===== src/rtl/rv_mem_pkg.sv =====
// Shared types for the unified-memory arbiter and the load/store unit.
package rv_mem_pkg;

  // Payload widths carried by mem_req_t; the arbiter's AW/DW must match these.
  localparam int unsigned MEM_AW = 32;
  localparam int unsigned MEM_DW = 32;
  localparam int unsigned MEM_BW = MEM_DW / 8;

  typedef enum logic [1:0] {
    IDLE  = 2'd0,
    ISSUE = 2'd1,
    WAIT  = 2'd2
  } arb_state_e;

  typedef enum logic {
    OWN_IF  = 1'b0,
    OWN_LSU = 1'b1
  } owner_e;

  typedef struct packed {
    logic              we;
    logic [MEM_AW-1:0] addr;
    logic [MEM_DW-1:0] wdata;
    logic [MEM_BW-1:0] be;
  } mem_req_t;

  // Bits needed to hold a counter value 0..max_val (at least one bit).
  function automatic int unsigned cnt_w(input int unsigned max_val);
    if (max_val < 1) return 1;
    return $clog2(max_val + 1);
  endfunction

endpackage


===== src/rtl/rv_mem_arb_pick.sv =====
// Priority pick between fetch and LSU: LSU wins unless it has used up its
// streak while fetch is waiting.
module rv_mem_arb_pick
  import rv_mem_pkg::*;
#(
  parameter int unsigned MAX_LSU_STREAK = 4,
  parameter int unsigned SW             = 3
) (
  input  logic          if_req,
  input  logic          lsu_req,
  input  logic [SW-1:0] streak,
  output owner_e        winner,
  output logic          grant_valid
);

  localparam logic [SW-1:0] STREAK_MAX = SW'(MAX_LSU_STREAK);

  // Winner defaults to LSU; fetch takes over when alone or when the LSU streak is spent.
  always_comb begin
    winner      = OWN_LSU;
    grant_valid = if_req | lsu_req;
    if (if_req && (!lsu_req || (streak == STREAK_MAX))) begin
      winner = OWN_IF;
    end
  end

endmodule


===== src/rtl/rv_mem_arbiter.sv =====
// Arbiter sharing one single-ported memory between instruction fetch and
// the LSU, one transaction in flight at a time.
//
// state | meaning
// IDLE  | no transaction; arbitrate and grant in the same cycle
// ISSUE | mem_req held with the latched payload until mem_ready
// WAIT  | request accepted; waiting for mem_rvalid or the timeout
module rv_mem_arbiter
  import rv_mem_pkg::*;
#(
  parameter int unsigned AW             = 32,
  parameter int unsigned DW             = 32,
  parameter int unsigned MAX_LSU_STREAK = 4,
  parameter int unsigned TIMEOUT        = 255
) (
  input  logic            clk,
  input  logic            rst,
  input  logic            if_req,
  input  logic [AW-1:0]   if_addr,
  output logic            if_gnt,
  output logic            if_rvalid,
  output logic [DW-1:0]   if_rdata,
  output logic            if_err,
  input  logic            lsu_req,
  input  logic            lsu_we,
  input  logic [AW-1:0]   lsu_addr,
  input  logic [DW-1:0]   lsu_wdata,
  input  logic [DW/8-1:0] lsu_be,
  output logic            lsu_gnt,
  output logic            lsu_rvalid,
  output logic [DW-1:0]   lsu_rdata,
  output logic            lsu_err,
  output logic            mem_req,
  output logic            mem_we,
  output logic [AW-1:0]   mem_addr,
  output logic [DW-1:0]   mem_wdata,
  output logic [DW/8-1:0] mem_be,
  input  logic            mem_ready,
  input  logic            mem_rvalid,
  input  logic [DW-1:0]   mem_rdata
);

  localparam int unsigned SW = cnt_w(MAX_LSU_STREAK);
  localparam int unsigned TW = cnt_w(TIMEOUT);
  localparam logic [SW-1:0] STREAK_MAX = SW'(MAX_LSU_STREAK);
  // Last WAIT count before the timeout fires: TIMEOUT full WAIT cycles elapse.
  localparam logic [TW-1:0] TMO_LAST = TW'(TIMEOUT - 1);

  arb_state_e    state_q, state_d;
  owner_e        owner_q, owner_d;
  logic [SW-1:0] streak_q, streak_d;
  logic [TW-1:0] tmo_q, tmo_d;
  mem_req_t      pay_q, pay_d;

  logic          if_rvalid_q, if_rvalid_d;
  logic          lsu_rvalid_q, lsu_rvalid_d;
  logic          if_err_q, if_err_d;
  logic          lsu_err_q, lsu_err_d;
  logic [DW-1:0] if_rdata_q, if_rdata_d;
  logic [DW-1:0] lsu_rdata_q, lsu_rdata_d;

  owner_e        pick_winner;
  logic          pick_valid;
  logic          rsp_fire;
  logic          rsp_err;
  logic          rsp_busy;

  rv_mem_arb_pick #(
    .MAX_LSU_STREAK(MAX_LSU_STREAK),
    .SW            (SW)
  ) u_pick (
    .if_req     (if_req),
    .lsu_req    (lsu_req),
    .streak     (streak_q),
    .winner     (pick_winner),
    .grant_valid(pick_valid)
  );

  // A response is being delivered this cycle; the next grant waits one cycle
  // so back-to-back transactions are spaced four cycles apart.
  assign rsp_busy = if_rvalid_q | lsu_rvalid_q;

  // Next-state, grant, streak and timeout logic.
  always_comb begin
    state_d  = state_q;
    owner_d  = owner_q;
    streak_d = streak_q;
    tmo_d    = tmo_q;
    pay_d    = pay_q;
    if_gnt   = 1'b0;
    lsu_gnt  = 1'b0;
    mem_req  = 1'b0;
    rsp_fire = 1'b0;
    rsp_err  = 1'b0;
    unique case (state_q)
      IDLE: begin
        if (pick_valid && !rsp_busy && !rst) begin
          owner_d = pick_winner;
          state_d = ISSUE;
          if (pick_winner == OWN_LSU) begin
            lsu_gnt = 1'b1;
            pay_d   = '{we: lsu_we, addr: lsu_addr, wdata: lsu_wdata, be: lsu_be};
            if (if_req) begin
              streak_d = (streak_q == STREAK_MAX) ? streak_q : streak_q + 1'b1;
            end else begin
              streak_d = '0;
            end
          end else begin
            if_gnt   = 1'b1;
            pay_d    = '{we: 1'b0, addr: if_addr, wdata: '0, be: '1};
            streak_d = '0;
          end
        end
      end
      ISSUE: begin
        mem_req = !rst;
        if (mem_ready) begin
          state_d = WAIT;
          tmo_d   = '0;
        end
      end
      WAIT: begin
        tmo_d = tmo_q + 1'b1;
        // A real response wins over a timeout landing in the same cycle.
        if (mem_rvalid) begin
          rsp_fire = 1'b1;
          state_d  = IDLE;
        end else if (tmo_q == TMO_LAST) begin
          rsp_fire = 1'b1;
          rsp_err  = 1'b1;
          state_d  = IDLE;
        end
      end
      default: state_d = IDLE;
    endcase
  end

  // Steer the response to the owner; the other port keeps its last rdata.
  always_comb begin
    if_rvalid_d  = 1'b0;
    lsu_rvalid_d = 1'b0;
    if_err_d     = 1'b0;
    lsu_err_d    = 1'b0;
    if_rdata_d   = if_rdata_q;
    lsu_rdata_d  = lsu_rdata_q;
    if (rsp_fire) begin
      if (owner_q == OWN_IF) begin
        if_rvalid_d = 1'b1;
        if_err_d    = rsp_err;
        if_rdata_d  = rsp_err ? '0 : mem_rdata;
      end else begin
        lsu_rvalid_d = 1'b1;
        lsu_err_d    = rsp_err;
        lsu_rdata_d  = rsp_err ? '0 : mem_rdata;
      end
    end
  end

  // State and output registers; reset abandons any transaction in flight.
  always_ff @(posedge clk) begin
    if (rst) begin
      state_q      <= IDLE;
      owner_q      <= OWN_IF;
      streak_q     <= '0;
      tmo_q        <= '0;
      pay_q        <= '0;
      if_rvalid_q  <= 1'b0;
      lsu_rvalid_q <= 1'b0;
      if_err_q     <= 1'b0;
      lsu_err_q    <= 1'b0;
      if_rdata_q   <= '0;
      lsu_rdata_q  <= '0;
    end else begin
      state_q      <= state_d;
      owner_q      <= owner_d;
      streak_q     <= streak_d;
      tmo_q        <= tmo_d;
      pay_q        <= pay_d;
      if_rvalid_q  <= if_rvalid_d;
      lsu_rvalid_q <= lsu_rvalid_d;
      if_err_q     <= if_err_d;
      lsu_err_q    <= lsu_err_d;
      if_rdata_q   <= if_rdata_d;
      lsu_rdata_q  <= lsu_rdata_d;
    end
  end

  assign if_rvalid  = if_rvalid_q;
  assign if_err     = if_err_q;
  assign if_rdata   = if_rdata_q;
  assign lsu_rvalid = lsu_rvalid_q;
  assign lsu_err    = lsu_err_q;
  assign lsu_rdata  = lsu_rdata_q;
  assign mem_we     = pay_q.we;
  assign mem_addr   = pay_q.addr;
  assign mem_wdata  = pay_q.wdata;
  assign mem_be     = pay_q.be;

endmodule


===== config.mk =====
export PLATFORM = sky130hd
export DESIGN_NAME = rv_mem_arbiter
export DESIGN_NICKNAME = d
export VERILOG_FILES = /design/src/rtl/rv_mem_pkg.sv /design/src/rtl/rv_mem_arb_pick.sv /design/src/rtl/rv_mem_arbiter.sv
export SDC_FILE = /design/constraint.sdc
export NUM_CORES = 1
export LEC_CHECK = 0
export ABC_AREA = 1
export CAP_MARGIN = 20
export CORE_ASPECT_RATIO = 1.4
export CORE_MARGIN = 1
export CORE_UTILIZATION = 34
export DETAILED_ROUTE_END_ITERATION = 7
export GPL_TIMING_DRIVEN = 0
export PLACE_DENSITY = 0.67
export SETUP_SLACK_MARGIN = 0.05
export SYNTH_ARGS = -nofsm -noshare
export SYNTH_HDL_FRONTEND = slang
export SYNTH_SLANG_ARGS = --single-unit

===== constraint.sdc =====
create_clock -name clk -period 4.6 [get_ports clk]
set_input_delay 0.92 -clock clk [delete_from_list [all_inputs] [get_ports clk]]
set_output_delay 0.92 -clock clk [all_outputs]
set_load 0.1 [all_outputs]

# == After elaboration in Yosys (flattened, before gate mapping) ==
# Cells that the tools add are included.
# Widths: inputs -> output; s select.
# totals
ff_bits,151
input_bits,139
output_inout_bits,140
# op_classes
addsub,2
n_eq_ne,8
muxes,26
n_bitwise,4
n_reduce_logical,18
# ops
op,count
$mux 69,1
$mux 32,1
$pmux 8 s2,1
$mux 1,14
$mux 3,3
$add 8x1->8 const B,1
$eq 8x8->1 const B,1
$mux 2,4
$mux 8,1
$reduce_and 2->1,4
$pmux 2 s3,1
$reduce_and 3->1,2
$reduce_or 3->1,2
$ne 2x2->1 const B,2
$add 3x1->3 const B,1
$eq 3x3->1 const B,1
$logic_and 1x1->1,3
$logic_not 1->1,3
$ne 3x2->1 const B,1
$ne 3x3->1 const B,1
$eq 2x1->1 const B,1
$eq 2x2->1 const B,1
$logic_not 2->1,1
$not 1->1,2
other kinds (4),5

# == Depth between registers and ports, before layout ==
# depth
depth_word,6
ltp_mapped,12

# == Modules after synthesis ==
# A second synthesis with hierarchy kept.
# unflattened
cells_unflattened,932
area_unflattened_um2,6424.9
# modules_own_cells
module,n_inst,cells_per_inst,area_each_um2,seq_area_each_um2
rv_mem_arbiter,1,927,6403.6,3022.9
rv_mem_arb_pick,1,5,21.3,0.0

# == Worst setup path after synthesis ==
# Ideal clock, no wire load.
# synth_timing
kind,input to output
start,input rst
end,output mem_req
arrival_time_ps,3365
t_required_ps,3680
path_slack_ps,315
stages,3
path_cell_list,buf_2 -> buf_1 -> nor3_1
# synth_via
elab_chain_cells,2
# synth_rtl
item,line,text
from (decl),rv_mem_arbiter.sv:17,"input logic rst,"
$logic_not 1->1,rv_mem_arbiter.sv:116,mem_req = !rst;
$mux 1,rv_mem_arbiter.sv:95,unique case (state_q)
to (decl),rv_mem_arbiter.sv:33,"output logic mem_req,"
# No other way between the ends.

# == Final worst setup path ==
# layout_timing
start,input if_req
end,output lsu_gnt
# layout_via
elab_chain_cells,5
word_cells_on_any_way,7
# layout_rtl
item,line,text
from (decl),rv_mem_arbiter.sv:18,"input logic if_req,"
$or 1x1->1,rv_mem_arb_pick.sv:21,grant_valid = if_req | lsu_req;
$logic_and 1x1->1 (2 in series),rv_mem_arbiter.sv:97,if (pick_valid && !rsp_busy && !rst) begin
$mux 1 *,rv_mem_arbiter.sv:97,
$mux 1 *,rv_mem_arbiter.sv:95,
to (decl),rv_mem_arbiter.sv:29,"output logic lsu_gnt,"
# Every way passes the cells marked *; elsewhere a longest branch is shown, timed or not.

==> flow_summary_export.csv <==
group,metric,value,unit
synth,synth_area,6520,um^2
worst_hold_path,hold_path_class,"reg -> reg",
cells_and_area,seqCellArea,3020,um^2
detailed_routing,drc_errors,0,
synth,synth.area.top_cells,"dfxtp_1 (46%), nand2_1 (22%), nor2_1 (8.4%)",
critical_path,slowest_stage,"clkdlybuf4s50_1",
synth,syn_inst,995,
cells_and_area,utilization,54.4,%
clock_network,cts.repair.resized,1,
die,die_x,119,um
sta,relSlewSlack,28.0,%
critical_path,worst_ep_arrival_time,3430,ps
clock_network,clk_path_buf_depth,2,
critical_path,startpoint,"if_req",
critical_path,required,3680,ps
placement,portBuffers,277,
critical_path,r2r-end,"lsu_rdata[30]",
pwr,power.density,344,nW/um^2
sta,finalHoldViolCount,0,
detailed_routing,viasPerCell,4.39,
critical_path,worst-setup-path-type,"in -> out",
detailed_routing,drt_wl_total,21000,um
detailed_routing,num_vias,6802,
cells_and_area,final_common_cell,"nand2_1",
synth,syn_area_per_cell,6.56,um^2
clock_network,cts_tree,"yes",
critical_path,crit_family,"buffers and inverters",
synth,yosysWarnings,0,
grt,antenna_found_initial,0,
detailed_routing,ant_nets,0,
placement,dp_cells,1516,
cells_and_area,num_antenna_cells,0,
synth,synth_area_leader_cell,"dfxtp_1",
clock_network,cts_root_buf,"clkbuf_16",
pwr,ir_drop,0.000226,V
detailed_routing,drtIter0Drc,343,
critical_path,crit_chain,"clkdlybuf4s50_1 -> inv_1 -> nand2_1 -> nand4_2 -> nor2_4 -> buf_4 -> clkdlybuf4s50_1",
grt,grt_pass1_wl,33400,um
cells_and_area,final_cell_count_no_fill,1548,
critical_path,ff2ff_path_depth,11,
synth,ys_seq_elements,151,
critical_path,r2r_setup_slack,2800,ps
synth,synth_cell_types,27,
sta,fin_tns_setup,0,ps
grt,grt_overflow_total,0,
die,pin_count,279,
grt,grt_max_degree,17,
sta,fin_worst_skew,12.2,ps
sta,rsz0062_at_grt,"false",
critical_path,cpMostUsedCell,"clkdlybuf4s50_1",
clock_network,cts_buffers,17,
critical_path,cp_max_fo,10,
status,status,"finished clean",
clock_network,clkLatencyLatePin,430,ps
cells_and_area,fillCellCount,1892,
clock_network,hold_buffers,0,
cells_and_area,multi_input_comb_area,2800,um^2
synth,synth_nets,1138,
die,placementRows,59,
critical_path,cp-start-kind,"input pin",
cells_and_area,final_cell_mix,"nand2_1 (383), clkdlybuf4s50_1 (276), dfxtp_1 (151), nor2_1 (146), inv_1 (110)",
placement,dpl_cell_area,9600,um^2
cells_and_area,drive_gt1_share,5.98,%
critical_path,endpoint,"lsu_gnt",
critical_path,endpoint_kind,"output pin",
critical_path,cp_num_buf_inv,4,
die,floorplan.initialDensity,34.9,%
cells_and_area,finalNetCount,1434,
placement,gp_congestion,0.814,
sta,timing.final.crit_period,4350,ps
clock_network,cts.sinks,151,
pwr,p_total,3.49,mW
grt,grt_pass1_vias,6528,
clock_network,cts_max_level,4,
critical_path,worst_path_largest_cell_delay,1140,ps
pwr,total_leakage_power,4.46,nW
synth,yosysSeqAreaShare,46.3,%
flow_run,max_cap_violations,0,
sta,setup_viol,0,
cells_and_area,post-route-cell-area,10200,um^2
die,fp.coreArea,18700,um^2
critical_path,rr_startpoint,"tmo_q[0]",
die,dieArea,19700,um^2
sta,finalCritPeriodShare,94.7,%
clock_network,cts.clk_slew.worst_paths,60,ps
die,dieHeight,166,um
detailed_routing,firstDrtPassIters,4,
cells_and_area,area_delta_synth_final,55.7,%
detailed_routing,avgRoutedWirePerCell,13.5,um
critical_path,cp.depth,7,
sta,fmax,230,MHz
synth,synth_top_area_share,46.3,%
grt,grt_usage,21.5,%
placement,dp_hpwl,16100,um
sta,drv_slew,0,
sta,worstMarginPinSlew,1080,ps
clock_network,cts_setup_buffers,0,
[through the flow]
step	hold WS, ps	setup slack [ps]
floorplan	441	315
global placement	448	64.7
detailed placement	454	47.2
CTS	467	223
global route	480	158
finish	464	246
[final cells by class]
class | instances | area share (%)
buffer | 56 | 2.72
clock buffer | 17 | 4.19
clock inverter | 15 | 1.32
inverter | 113 | 4.18
multi-input combinational | 675 | 27.6
sequential | 151 | 29.8
tap | 244 | 3.01
timing repair buffer | 277 | 27.3
[kinds of logic after synthesis]
kind of cell	after synthesis	synth area share, %
simple gates	570	34.2
compound gates	100	7.85
xor+xnor	1	0.134
fa+ha+maj	4	0.767
flops	151	46.3
buf+inv	169	10.7
[worst min path at each step]
stage               cells past startpoint         start            to  slack, ps
CTS                                     2   mem_addr[9]   mem_addr[9]        470
floorplan                               1      tmo_q[4]      tmo_q[4]        440
global route                            2  mem_addr[11]  mem_addr[11]        480
finish                                  2   mem_addr[9]   mem_addr[9]        460
global placement                        1      tmo_q[4]      tmo_q[4]        450
detailed placement                      1      tmo_q[4]      tmo_q[4]        450
[routing by layer]
metal | GRT usage (%) | vias to the layer above | share of wire [%] | wire length (um)
met4 | 6.60 | 0 | 1.5 | 310
met2 | 38.8 | 225 | 50 | 10500
li1 | - | 3583 | - | -
met1 | 23.4 | 2974 | 40 | 8390
met5 | 0 | - | 0 | 0
met3 | 7.52 | 20 | 8.5 | 1780
[power by group]
part           switching (mW)  internal (mW)
sequential             0.0271           1.36
combinational           0.534          0.244
clock                   0.621          0.710
[worst reg2reg max path, delay by kind of cell (launching register included)]
family                     cells  cell delay [ps]
adders and majority gates      1              190
buffers and inverters          3              620
DFF                            1              390
and+or+nand+nor                7              550
[cell usage after synthesis]
cell / count
nand3b_1: 1
inv_1: 110
nor2_4: 1
nand3_2: 2
nor3b_1: 1
nand3_1: 18
xor2_1: 1
clkbuf_1: 22
inv_2: 3
nor3_1: 10
nand2_2: 2
nand2_1: 383
buf_1: 3
buf_2: 23
buf_4: 6
nor2_2: 3
buf_6: 2
a21oi_2: 1
a21oi_1: 87
o21a_1: 1
dfxtp_1: 151
nor2_1: 146
or2_2: 2
nand4_2: 1
o21ai_0: 9
a211oi_1: 2
ha_1: 4
[flip-flops by register name (all words and copies together) (netlist names)]
register    cells
lsu_rdata      32
mem_be          4
mem_wdata      32
tmo_q           8
lsu_err         1
mem_we          1
streak_q        3
state_q         2
if_rdata       32
mem_addr       32
lsu_rvalid      1
if_err          1
owner_q         1
if_rvalid       1
(Power assumes the default switching activity.)
